$ cat src/rtl/qenc_decoder.sv
// Quadrature encoder front end: synchronizes and de-glitches A/B and tracks a wrapping signed position.
// Latency is SYNC_STAGES + FILT_LEN + 1 clk from pin change to cnt/step; there is no backpressure.
module qenc_decoder #(
  parameter int CNT_W       = 16,
  parameter int SYNC_STAGES = 2,
  parameter int FILT_LEN    = 4
) (
  input  logic                    clk,
  input  logic                    rst_n,
  input  logic                    a,
  input  logic                    b,
  input  logic                    en,
  input  logic                    clr,
  input  logic                    err_clr,
  output logic signed [CNT_W-1:0] cnt,
  output logic                    step,
  output logic                    dir,
  output logic                    err
);

  localparam int RUN_W = $clog2(FILT_LEN + 1);
  localparam logic [RUN_W-1:0] RUN_FULL = RUN_W'(FILT_LEN);
  localparam logic [RUN_W-1:0] RUN_ONE  = RUN_W'(1);
  localparam logic [CNT_W-1:0] CNT_ONE  = CNT_W'(1);

  typedef enum logic {
    INIT,
    TRACK
  } state_t;

  logic [SYNC_STAGES-1:0] a_sync;
  logic [SYNC_STAGES-1:0] b_sync;
  logic [1:0]             samp;

  logic [1:0]       cand;
  logic [1:0]       filt;
  logic [RUN_W-1:0] run;
  logic [RUN_W-1:0] run_nxt;
  logic             hit;
  logic             accept;
  logic             upd;

  state_t           state;
  state_t           state_nxt;
  logic [1:0]       ref_ab;
  logic [1:0]       ref_nxt;
  logic [CNT_W-1:0] cnt_nxt;
  logic             step_nxt;
  logic             dir_nxt;
  logic             err_nxt;
  logic             is_cw;
  logic             is_ccw;
  logic             is_bad;

  always_ff @(posedge clk) begin
    if (!rst_n) begin
      a_sync <= '0;
      b_sync <= '0;
    end else begin
      a_sync <= {a_sync[SYNC_STAGES-2:0], a};
      b_sync <= {b_sync[SYNC_STAGES-2:0], b};
    end
  end

  assign samp = {a_sync[SYNC_STAGES-1], b_sync[SYNC_STAGES-1]};

  // Run length of the current synchronized value; saturates so a held value is accepted only once.
  always_comb begin
    run_nxt = RUN_ONE;
    if (samp == cand) begin
      run_nxt = (run == RUN_FULL) ? run : run + RUN_ONE;
    end
  end

  assign hit    = (run_nxt == RUN_FULL) && !((samp == cand) && (run == RUN_FULL));
  assign accept = hit && ((samp != filt) || (state == INIT));

  always_ff @(posedge clk) begin
    if (!rst_n) begin
      cand <= 2'b00;
      run  <= '0;
      filt <= 2'b00;
      upd  <= 1'b0;
    end else begin
      cand <= samp;
      run  <= run_nxt;
      upd  <= accept;
      if (accept) begin
        filt <= samp;
      end
    end
  end

  // cw order is 00 -> 10 -> 11 -> 01 -> 00 on {a,b}.
  always_comb begin
    is_cw  = 1'b0;
    is_ccw = 1'b0;
    case (ref_ab)
      2'b00: begin is_cw = (filt == 2'b10); is_ccw = (filt == 2'b01); end
      2'b10: begin is_cw = (filt == 2'b11); is_ccw = (filt == 2'b00); end
      2'b11: begin is_cw = (filt == 2'b01); is_ccw = (filt == 2'b10); end
      default: begin is_cw = (filt == 2'b00); is_ccw = (filt == 2'b11); end
    endcase
    is_bad = ((ref_ab ^ filt) == 2'b11);
  end

  always_comb begin
    state_nxt = state;
    ref_nxt   = ref_ab;
    cnt_nxt   = cnt;
    step_nxt  = 1'b0;
    dir_nxt   = dir;
    err_nxt   = err & ~err_clr;
    if (upd) begin
      ref_nxt = filt;
      case (state)
        INIT: begin
          state_nxt = TRACK;
        end
        default: begin
          if (en) begin
            if (is_cw) begin
              cnt_nxt  = cnt + CNT_ONE;
              dir_nxt  = 1'b0;
              step_nxt = 1'b1;
            end else if (is_ccw) begin
              cnt_nxt  = cnt - CNT_ONE;
              dir_nxt  = 1'b1;
              step_nxt = 1'b1;
            end else if (is_bad) begin
              err_nxt = 1'b1;
            end
          end
        end
      endcase
    end
    if (clr) begin
      cnt_nxt = '0;
    end
  end

  always_ff @(posedge clk) begin
    if (!rst_n) begin
      state  <= INIT;
      ref_ab <= 2'b00;
      cnt    <= '0;
      step   <= 1'b0;
      dir    <= 1'b0;
      err    <= 1'b0;
    end else begin
      state  <= state_nxt;
      ref_ab <= ref_nxt;
      cnt    <= cnt_nxt;
      step   <= step_nxt;
      dir    <= dir_nxt;
      err    <= err_nxt;
    end
  end

endmodule

$ cat config.mk
export PLATFORM = sky130hd
export DESIGN_NAME = qenc_decoder
export DESIGN_NICKNAME = d
export VERILOG_FILES = /design/src/rtl/qenc_decoder.sv
export SDC_FILE = /design/constraint.sdc
export NUM_CORES = 1
export LEC_CHECK = 0
export BUFFER_PORTS_ARGS = -buffer_cell sky130_fd_sc_hd__buf_2
export CORE_ASPECT_RATIO = 1.5
export CORE_MARGIN = 10
export CORE_UTILIZATION = 60
export DETAILED_ROUTE_END_ITERATION = 10
export PLACE_DENSITY = 0.91
export SYNTH_ARGS = -nofsm -noshare
export SYNTH_HDL_FRONTEND = slang
export SYNTH_SLANG_ARGS = --single-unit
$ cat constraint.sdc
create_clock -name clk -period 7.8 [get_ports clk]
set_input_delay 1.56 -clock clk [delete_from_list [all_inputs] [get_ports clk]]
set_output_delay 1.56 -clock clk [all_outputs]
set_load 0.02 [all_outputs]
==> impl_metrics.tcl <==
set metrics [dict create \
    multi_input_area_um2 1220 \
    yosysUniqueCellTypes 44 \
    crit_fanout 16 \
    synth_area_leaders "dfxtp_1 (34%), xnor2_1 (5.7%), xor2_1 (5.3%), nor2_1 (5.1%), and3_1 (4.7%)" \
    syn_avg_cell_area_um2 8.30 \
    cp.required_ps 7960 \
    worst_slack_ps 4940 \
    slew_violations 0 \
    clock_sinks 34 \
    crit_end "cnt[14]$_SDFFE_PP0P_" \
    clk_path_buf_depth 2 \
    period_needed_ps 2860 \
    wl_um 4760 \
    hold_viol 0 \
    r2r_end "cnt[14]$_SDFFE_PP0P_" \
    cts_buffers 5 \
    layout_common_cells "dfxtp_1 (34), nor2_1 (27), buf_2 (25), and3_1 (15), xnor2_1 (13)" \
    cts_resized 0 \
    setup_viol 0 \
    hold_path.class "flop to flop" \
    post_cts_buffers 0 \
    ys_seq_area_share_pct 34.2 \
    via_per_inst 6.17 \
    cts-htree-levels 2 \
    grt_max_degree 21 \
    dp_worst_setup_slack_ps 4670 \
    timing.fmax_ghz 0.349 \
    core-area_um2 3190 \
    rrSetupSlack_ps 4940 \
    clock_latency_ps 290 \
    io-pin-count 26 \
    antenna_found_initial 0 \
    arrival_ps 3030 \
    maxCapViolations 0 \
    syn_area_um2 1990 \
    root_buffer "clkbuf_8" \
    grt_pass1_wl_um 7980 \
    drtIter0Drc 111 \
    synth_edf_count 0 \
    gp_congestion 0.896 \
    post-dp-hpwl_um 3460 \
    dieArea_um2 6070 \
    run_status "finished clean" \
    startpoint "filt[0]$_SDFFE_PN0P_" \
    clock_skew_ps 6.11 \
    async_flop_share_pct 0 \
    synth_top_area_share_pct 34.2 \
    post-route-period-util_pct 36.7 \
    start_util_pct 62.4 \
    reg2reg_depth 11 \
    n_fill_cell 291 \
    layout-drive-gt1-share_pct 15.5 \
    grtUsageTotal_pct 16.2 \
    tightest_slew_ps 766 \
    port_buffers 25 \
    maxSlewHeadroom_pct 48.2 \
    vdd_drop_max_mv 0.128 \
    placementRows 25 \
    path_clk_slew_ps 70 \
    drc 0 \
    syn2layout_area_growth_pct 10.4 \
    grt_pass1_vias 1793 \
    ctsHoldBuffers 0 \
    leakagePower_nw 0.905 \
    ant_nets 0 \
    post_drt_wl_per_cell_um 16.0 \
    power.density_nw_per_um2 149 \
    fp.dieH_um 90.6 \
    dr.pass1.iters 4 \
    fp.dieW_um 67.0 \
    synth_ff_type "dfxtp_1" \
    critPathCaptureType "flop" \
    rsz0062_at_grt "false" \
    antenna_cells 0 \
    cts_tree "built" \
    syn_inst 240 \
    grt.overflow.total 0 \
    r2r_start "filt[0]$_SDFFE_PN0P_" \
    regArea_um2 681 \
    routed-via-count 1840 \
    finalSetupTns_ps 0 \
    synth-seq-cells 34 \
    fin_nets 267 \
    syn_nets 250 \
    yosysWarnings 0 \
    path_class "flop to flop" \
    synth_top_area_cell "dfxtp_1" \
    cp-start-kind "flop" \
    final_common_cell "dfxtp_1" \
]
[through the flow]
stage / total power [mW] / util, % / hold WS, ps / area [µm²] / std cells
final: 0.328 / 68.9 / 443 / 2200 / 298
after global routing: 0.339 / 68.9 / 476 / 2200 / 298
after CTS: 0.331 / 68.9 / 446 / 2200 / 298
after detailed placement: 0.195 / 65.9 / 424 / 2100 / 290
after global placement: 0.195 / 65.9 / 429 / 2100 / 290
after floorplan: 0.192 / - / 412 / 1990 / 240
[flip-flops by register name (all words and copies together), names as in the netlist]
register	cells
a_sync	2
filt	2
upd	1
cnt	16
cand	2
dir	1
run	3
state	1
ref_ab	2
b_sync	2
step	1
err	1
[layer usage]
layer	vias to the layer above	track usage, %	routed length (µm)
met3	17	4.10	344
li1	888	-	-
met2	84	28.6	2560
met4	0	8.59	158
met5	-	0	0
met1	851	16.3	1700
[logic make-up after synthesis]
group / share of synthesized area [%]
simple gates: 32.7
flops: 34.2
compound gates: 11.0
xor+xnor: 11.0
buf+inv: 4.71
mux: 4.52
fa+ha+maj: 1.88
[how the worst min path moves through the flow]
stage	start	endpoint	depth (start not counted)
2_1_floorplan	a_sync[0]$_SDFF_PN0_	a_sync[1]$_SDFF_PN0_	1
3_3_place_gp	b_sync[0]$_SDFF_PN0_	b_sync[1]$_SDFF_PN0_	1
3_5_place_dp	b_sync[0]$_SDFF_PN0_	b_sync[1]$_SDFF_PN0_	1
6_report	b_sync[0]$_SDFF_PN0_	b_sync[1]$_SDFF_PN0_	1
5_1_grt	b_sync[0]$_SDFF_PN0_	b_sync[1]$_SDFF_PN0_	1
4_1_cts	b_sync[0]$_SDFF_PN0_	b_sync[1]$_SDFF_PN0_	1
[Yosys cell counts (all sizes together) (7+ instances only)]
master / number
dfxtp: 34
nand3: 10
nor2: 27
nor3: 8
xnor2: 13
o21ai: 12
nand4: 9
nand2: 7
mux2i: 9
and2: 8
xor2: 12
and3: 15
clkbuf: 13
[final cells by class]
type,instances,area share (%)
tap,40,2.28
inverter,6,1.02
clock buffer,6,3.76
clock inverter,2,0.569
timing repair buffer,26,6.03
multi-input combinational,184,55.4
sequential,34,31.0
[worst max-delay path, stage by stage, from the launching register on]
cell,delay (ps)
dfxtp_1,490
xor2_1,290
nor2_1,70
buf_4,200
xnor2_1,150
ha_1,320
and4_1,280
nand2_1,80
or4_1,470
mux2i_1,200
xnor2_1,140
nor2_1,50
[where the power goes]
part | leakage (nW) | internal (mW) | switching (mW)
sequential | 0.275 | 0.176 | 0.00208
combinational | 0.582 | 0.00601 | 0.00739
clock | 0.0472 | 0.0709 | 0.0659
total | 0.905 | 0.253 | 0.0754
No activity file was read; power rests on OpenSTA's default activity.
